==> config.mk <==
export PLATFORM = sky130hd
export DESIGN_NAME = multi_pixel_frequency_analyzer
export DESIGN_NICKNAME = d
export VERILOG_FILES = /design/src/rtl/multi_pixel_frequency_analyzer.sv
export SDC_FILE = /design/constraint.sdc
export NUM_CORES = 1
export LEC_CHECK = 0
export ABC_CLOCK_PERIOD_IN_PS = 10110
export BUFFER_PORTS_ARGS = -buffer_cell sky130_fd_sc_hd__buf_2
export CORE_UTILIZATION = 30
export CTS_CLUSTER_DIAMETER = 40
export DETAILED_ROUTE_END_ITERATION = 16
export PLACE_DENSITY_LB_ADDON = 0.15
export SLEW_MARGIN = 20
export SYNTH_ARGS = -nofsm -noshare
export SYNTH_HDL_FRONTEND = slang
export SYNTH_SLANG_ARGS = --single-unit
==> constraint.sdc <==
create_clock -name s00_axi_aclk -period 10.11 [get_ports s00_axi_aclk]
set_clock_uncertainty 0.15 [all_clocks]
set_input_delay 0.5055 -clock s00_axi_aclk [delete_from_list [all_inputs] [get_ports s00_axi_aclk]]
set_output_delay 0.5055 -clock s00_axi_aclk [all_outputs]
set_load 0.02 [all_outputs]
==> src/rtl/multi_pixel_frequency_analyzer.sv <==
// Samples bit 7 of NUM_CHANNELS pixel positions per line, classifies each channel's toggle
// period against two target frequencies and accumulates per-channel time spent in each mode.
`timescale 1ns/1ps
module multi_pixel_frequency_analyzer #(
    parameter int NUM_CHANNELS = 3,
    parameter int PIXEL_INDEX_WIDTH = 10,
    parameter logic [NUM_CHANNELS*PIXEL_INDEX_WIDTH-1:0] PIXEL_INDICES = {10'd1023, 10'd511, 10'd15},
    parameter int CLOCK = 100000000,
    parameter int FREQUENCY_1 = 9000,
    parameter int FREQUENCY_2 = 11000,
    parameter int FREQUENCY_DEVIATION = 10,
    parameter int COUNTER_WIDTH = 32
) (
    input  logic        s00_axi_aclk,
    input  logic        s00_axi_aresetn,
    input  logic [7:0]  pixel_data,
    input  logic        pixel_valid,
    input  logic        line_start,
    input  logic        start,
    input  logic        stop,
    input  logic        clear,
    output logic        busy,
    output logic        irq,
    input  logic [7:0]  reg_addr,
    output logic [31:0] reg_read_data
);

    localparam int unsigned PERIOD_1 = CLOCK / FREQUENCY_1;
    localparam int unsigned PERIOD_2 = CLOCK / FREQUENCY_2;
    localparam int unsigned DELTA_1  = PERIOD_1 * FREQUENCY_DEVIATION / 100;
    localparam int unsigned DELTA_2  = PERIOD_2 * FREQUENCY_DEVIATION / 100;
    localparam int unsigned WIN1_LO  = PERIOD_1 - DELTA_1;
    localparam int unsigned WIN1_HI  = PERIOD_1 + DELTA_1;
    localparam int unsigned WIN2_LO  = PERIOD_2 - DELTA_2;
    localparam int unsigned WIN2_HI  = PERIOD_2 + DELTA_2;
    localparam int unsigned PMAX     = (WIN1_HI > WIN2_HI) ? WIN1_HI : WIN2_HI;

    typedef logic [COUNTER_WIDTH-1:0] count_t;

    localparam count_t WIN1_LO_C = COUNTER_WIDTH'(WIN1_LO);
    localparam count_t WIN1_HI_C = COUNTER_WIDTH'(WIN1_HI);
    localparam count_t WIN2_LO_C = COUNTER_WIDTH'(WIN2_LO);
    localparam count_t WIN2_HI_C = COUNTER_WIDTH'(WIN2_HI);
    localparam count_t PMAX_C    = COUNTER_WIDTH'(PMAX);

    typedef enum logic [1:0] {
        IDLE     = 2'd0,
        RUN      = 2'd1,
        SNAPSHOT = 2'd2,
        DONE     = 2'd3
    } state_e;

    typedef enum logic [1:0] {
        MODE_NONE = 2'd0,
        MODE_F1   = 2'd1,
        MODE_F2   = 2'd2
    } mode_e;

    state_e                       state;
    state_e                       next_state;
    logic                         enter_run;
    logic [PIXEL_INDEX_WIDTH-1:0] pix_cnt;
    logic [PIXEL_INDEX_WIDTH-1:0] pix_idx;
    logic [NUM_CHANNELS-1:0]      sample;
    logic [NUM_CHANNELS-1:0]      sample_prev;
    logic [NUM_CHANNELS-1:0]      rise;
    logic [NUM_CHANNELS-1:0]      valid;
    count_t                       period_cnt [NUM_CHANNELS];
    mode_e                        mode       [NUM_CHANNELS];
    count_t                       f1_acc     [NUM_CHANNELS];
    count_t                       f2_acc     [NUM_CHANNELS];
    count_t                       f1_res     [NUM_CHANNELS];
    count_t                       f2_res     [NUM_CHANNELS];
    logic [31:0]                  read_mux;
    logic                         unused_pixel_bits;

    assign unused_pixel_bits = ^pixel_data[6:0];

    // When the two windows overlap, F1 takes precedence.
    function automatic mode_e classify(input count_t p);
        if ((p >= WIN1_LO_C) && (p <= WIN1_HI_C)) return MODE_F1;
        if ((p >= WIN2_LO_C) && (p <= WIN2_HI_C)) return MODE_F2;
        return MODE_NONE;
    endfunction

    // NOTE: every variable driven here gets a default first, so no path leaves it
    // unassigned and no latch is inferred.
    always_comb begin
        next_state = state;
        case (state)
            IDLE:     if (start) next_state = RUN;
            RUN:      if (stop)  next_state = SNAPSHOT;
            SNAPSHOT: next_state = DONE;
            DONE:     if (start) next_state = RUN;
            default:  next_state = IDLE;
        endcase
        if (clear) next_state = IDLE;
    end

    assign enter_run = (state != RUN) && (next_state == RUN);
    assign pix_idx   = line_start ? '0 : pix_cnt + PIXEL_INDEX_WIDTH'(1);
    assign rise      = sample & ~sample_prev;

    // NOTE: sequential state uses non-blocking assignments only, so every flop
    // samples pre-edge values regardless of statement order.
    always_ff @(posedge s00_axi_aclk or negedge s00_axi_aresetn) begin
        if (!s00_axi_aresetn) begin
            state <= IDLE;
            busy  <= 1'b0;
            irq   <= 1'b0;
        end else begin
            state <= next_state;
            busy  <= (next_state == RUN) || (next_state == SNAPSHOT);
            irq   <= (state == SNAPSHOT) && (next_state == DONE);
        end
    end

    // NOTE: the per-channel arrays are small register banks, not RAM, so they are
    // reset element by element like any other flop.
    always_ff @(posedge s00_axi_aclk or negedge s00_axi_aresetn) begin
        if (!s00_axi_aresetn) begin
            pix_cnt     <= '0;
            sample      <= '0;
            sample_prev <= '0;
            valid       <= '0;
            for (int k = 0; k < NUM_CHANNELS; k++) begin
                period_cnt[k] <= '0;
                mode[k]       <= MODE_NONE;
                f1_acc[k]     <= '0;
                f2_acc[k]     <= '0;
                f1_res[k]     <= '0;
                f2_res[k]     <= '0;
            end
        end else begin
            sample_prev <= sample;
            if (clear) begin
                valid <= '0;
                for (int k = 0; k < NUM_CHANNELS; k++) begin
                    period_cnt[k] <= '0;
                    mode[k]       <= MODE_NONE;
                    f1_acc[k]     <= '0;
                    f2_acc[k]     <= '0;
                    f1_res[k]     <= '0;
                    f2_res[k]     <= '0;
                end
            end else if (enter_run) begin
                pix_cnt <= '0;
                valid   <= '0;
                for (int k = 0; k < NUM_CHANNELS; k++) begin
                    period_cnt[k] <= '0;
                    mode[k]       <= MODE_NONE;
                    f1_acc[k]     <= '0;
                    f2_acc[k]     <= '0;
                end
            end else if (state == RUN) begin
                if (pixel_valid) begin
                    pix_cnt <= pix_idx;
                    for (int k = 0; k < NUM_CHANNELS; k++) begin
                        if (pix_idx == PIXEL_INDICES[k*PIXEL_INDEX_WIDTH +: PIXEL_INDEX_WIDTH])
                            sample[k] <= pixel_data[7];
                    end
                end
                for (int k = 0; k < NUM_CHANNELS; k++) begin
                    // The first rising edge only arms the channel; later edges close a period.
                    if (rise[k]) begin
                        period_cnt[k] <= COUNTER_WIDTH'(1);
                        if (valid[k]) mode[k]  <= classify(period_cnt[k]);
                        else          valid[k] <= 1'b1;
                    end else begin
                        if (period_cnt[k] != '1) period_cnt[k] <= period_cnt[k] + COUNTER_WIDTH'(1);
                        if (period_cnt[k] > PMAX_C) mode[k] <= MODE_NONE;
                    end
                    if ((mode[k] == MODE_F1) && (f1_acc[k] != '1))
                        f1_acc[k] <= f1_acc[k] + COUNTER_WIDTH'(1);
                    if ((mode[k] == MODE_F2) && (f2_acc[k] != '1))
                        f2_acc[k] <= f2_acc[k] + COUNTER_WIDTH'(1);
                end
            end else if (state == SNAPSHOT) begin
                for (int k = 0; k < NUM_CHANNELS; k++) begin
                    f1_res[k] <= f1_acc[k];
                    f2_res[k] <= f2_acc[k];
                end
            end
        end
    end

    always_comb begin
        read_mux = '0;
        if (reg_addr == 8'd0)
            read_mux = {15'b0, (state == DONE), 8'(NUM_CHANNELS), 6'b0, state};
        for (int k = 0; k < NUM_CHANNELS; k++) begin
            if (reg_addr == 8'(2*k + 1)) read_mux = 32'(f1_res[k]);
            if (reg_addr == 8'(2*k + 2)) read_mux = 32'(f2_res[k]);
        end
    end

    always_ff @(posedge s00_axi_aclk or negedge s00_axi_aresetn) begin
        if (!s00_axi_aresetn) reg_read_data <= '0;
        else                  reg_read_data <= read_mux;
    end

endmodule

==> impl_metrics.env <==
export IMPL_setup_tns_ns=0
export IMPL_wire_per_inst_um=20.11
export IMPL_r2r_end="period_cnt[51]$_DFFE_PN0P_"
export IMPL_grt_overflow_total=0
export IMPL_max_stage_delay_ns=0.66
export IMPL_synth_edf_count=0
export IMPL_wl_um=78260
export IMPL_syn_num_nets=2655
export IMPL_yosysTopAreaCell="dfrtp_1"
export IMPL_synth_commonest_cells="dfrtp_1, nor2_1, a22o_1, nand2_1, xor2_1"
export IMPL_htreeDepth=3
export IMPL_cp_slowest_cell="nor2_1"
export IMPL_hold_slack_ns=0.05826
export IMPL_outcome="finished clean"
export IMPL_synth_top_flop_cell="dfrtp_1"
export IMPL_nFillCells=8597
export IMPL_via_count=20737
export IMPL_vdd_drop_max_v=0.0001205
export IMPL_drt_first_pass_iters=5
export IMPL_die_area_um2=89050
export IMPL_grt_pass1_wl_um=124200
export IMPL_path_max_fanout=46
export IMPL_ant_nets=0
export IMPL_ys_ff_latch=541
export IMPL_synthCells=2608
export IMPL_clk_pin_slew_ns=0.05
export IMPL_ys_warn_count=0
export IMPL_synth_xor_area_share_pct=6.580
export IMPL_clock_path_buffers=3
export IMPL_io_buffer_count=49
export IMPL_synth_top_family_by_area="simple AND/OR/NAND/NOR gates"
export IMPL_cellPowerDensity_nw_per_um2=205.7
export IMPL_yosys_area_share_simple_pct=21.40
export IMPL_grt_max_degree=193
export IMPL_nets=2697
export IMPL_layout_drive_gt1_share_pct=11.81
export IMPL_critical_path_cell_count=13
export IMPL_avgViaCountPerCell=5.329
export IMPL_synth_compound_area_share_pct=15.68
export IMPL_worst_slew_pin_slew_ns=1.094
export IMPL_cts_tree="built"
export IMPL_cts_resized=0
export IMPL_start_kind="register"
export IMPL_rr_worst_depth=13
export IMPL_critical_path_startpoint="state[1]$_DFF_PN0_"
export IMPL_detail_route_iter0_violations=1447
export IMPL_setup_viol=0
export IMPL_cp_common_cell="nor2_1"
export IMPL_first_global_vias=20531
export IMPL_synth_cell_types=91
export IMPL_hold_viol=0
export IMPL_hp_class="input pin to register"
export IMPL_period_share_pct=46.34
export IMPL_ios=57
export IMPL_slew_viol_final=0
export IMPL_initial_utilization_pct=30.33
export IMPL_synth_most_common_cell="dfrtp_1"
export IMPL_detailed_place_hpwl_um=52330
export IMPL_cts_buffers=98
export IMPL_syn_area_per_cell_um2=10.11
export IMPL_grt_antenna_before_repair=2
export IMPL_crit_family="simple AND/OR/NAND/NOR gates"
export IMPL_die_x_um=298.4
export IMPL_synth_async_reset_ratio_pct=100.0
export IMPL_synth_mux_area_share_pct=1.163
export IMPL_synth_area_leaders="dfrtp_1, a22o_1, xor2_1, nor2_1, nand4_1"
export IMPL_crit_chain="inv_1, ha_1, buf_4, o22ai_1, a221oi_1, ha_1, nand2b_1, nand2b_4, nor2_1, nor2_1, buf_4, nor2_1, a31o_1"
export IMPL_fin_crit_ns=4.685
export IMPL_fmax_mhz=213.4
export IMPL_worst_path_buf_inv=3
export IMPL_core_um2=86890
export IMPL_die_height_um=298.4
export IMPL_arrival_ns=5.06
export IMPL_worstSetupPathType="register to register"
export IMPL_routabilityCongestion=0.8115
export IMPL_drc=0
export IMPL_slew_headroom_pct=27.10
export IMPL_seq_area_frac_synth_pct=51.36
export IMPL_cap_violations=0
export IMPL_whs_path_depth=3
export IMPL_area_growth_synth_to_final_pct=19.79
export IMPL_p_leak_uw=0.01344
export IMPL_syn_cell_area_um2=26360
export IMPL_end_kind="register"
export IMPL_r2r_start="state[1]$_DFF_PN0_"
export IMPL_grt_use_total_pct=17.66
export IMPL_synthAdderAreaFrac_pct=1.139
export IMPL_rsz0062_at_grt="no"
export IMPL_clock_root_buffer="clkbuf_16"
export IMPL_synth_top_cell_area_share_pct=51.36
export IMPL_clk_latency_ns=0.69
export IMPL_whs_endpoint="state[0]$_DFF_PN0_"
export IMPL_min_delay_start="stop"
export IMPL_clock_sinks=541
export IMPL_rows=108
export IMPL_required_ns=10.48
export IMPL_r2r_setup_slack_ns=5.42
==> per-layer routing <==
| layer | global-route usage [%] | vias to the layer above | routed length, µm |
|---|---|---|---|
| met5 | 0 | - | 17 |
| met4 | 5.665 | 2 | 2114 |
| met3 | 3.170 | 130 | 3320 |
| met2 | 27.41 | 435 | 35800 |
| met1 | 24.85 | 10425 | 37000 |
| li1 | - | 9745 | - |
==> cells in the final DEF (no fill, tap or decap), types with 13 or more instances in the layout <==
master,count
dfrtp_1,541
nor2_1,317
a22o_1,201
nand2_1,158
xor2_1,141
nand3_1,137
nand4_1,113
clkbuf_16,98
a21oi_1,81
o21ai_0,79
a22oi_1,65
xnor2_1,57
and3_1,54
buf_2,48
or3_1,47
nor3_1,44
inv_1,37
nor4_1,33
and4_1,29
ha_1,24
buf_4,22
nand2b_1,19
or4_1,19
a31oi_1,18
bufinv_16,17
nor2b_1,16
mux2i_1,16
and2_1,16
o31ai_1,16
clkinvlp_4,14
o211ai_1,13
==> stage by stage <==
stage	total power, µW	std cells	worst slack, ns	area, µm²	util [%]
after floorplan	2667	2608	6.072	26360	-
after detailed placement	2923	3701	5.363	27810	32.00
final	6495	3891	5.425	31570	36.34
after global placement	2914	3701	5.513	27810	32.00
after CTS	6580	3889	5.338	31540	36.30
after global routing	6753	3890	5.004	31570	36.33
==> worst max-delay path by stage <==
stage	endpoint	slack, ns
after floorplan	period_cnt[74]$_DFFE_PN0P_	6.07
after global placement	period_cnt[51]$_DFFE_PN0P_	5.51
after detailed placement	period_cnt[51]$_DFFE_PN0P_	5.36
after CTS	period_cnt[51]$_DFFE_PN0P_	5.34
after global routing	period_cnt[51]$_DFFE_PN0P_	5.00
final	period_cnt[51]$_DFFE_PN0P_	5.42
==> power by group <==
group | internal [µW] | switching [µW]
Combinational | 130 | 517
Clock | 2340 | 1270
Sequential | 2190 | 37.5
==> final cells by class <==
type	instances	area, µm²	share of cell area, %
diodes	1	2.502	0.007926
clock buffers	116	2640	8.362
clock inverters	69	1065	3.372
inverters	38	142.6	0.4518
multi-input cells	1892	12180	38.58
flip-flops and latches	541	13540	42.88
well taps	1155	1445	4.577
repair buffers	79	558.0	1.767
==> flip-flops by register name, indices dropped and copies added, names as in the netlist <==
name           cells
pix_cnt           10
reg_read_data     32
irq                1
mode               6
state              2
period_cnt        96
f1_acc            96
sample             3
sample_prev        3
f1_res            96
f2_res            96
f2_acc            96
valid              3
busy               1
==> worst register-to-register path, delay by kind of cell (launching register included) <==
family | cells | cell delay [ns]
AOI/OAI and AO/OA | 3 | 0.86
and+or+nand+nor | 5 | 1.65
adders and majority gates | 2 | 0.68
DFF | 1 | 0.45
buffers and inverters | 3 | 0.79
==> repair_timing <==
| action | CTS | global route |
|---|---|---|
| hold endpoints to repair | 126 | 0 |
| hold buffers | 3 | 0 |
| buffers inserted | 0 | 0 |
==> logic make-up (layout without fill, tap and decap cells) <==
kind of cell,count (synthesis),after routing
flip-flops,541,541
XOR/XNOR,198,198
buffers and inverters,175,302
AND/OR/NAND/NOR,1078,1078
AO/OA/AOI/OAI,563,563
multiplexers,29,29
other,0,1
adder cells (fa/ha/maj),24,24
No activity file was read; power rests on OpenSTA's default activity.
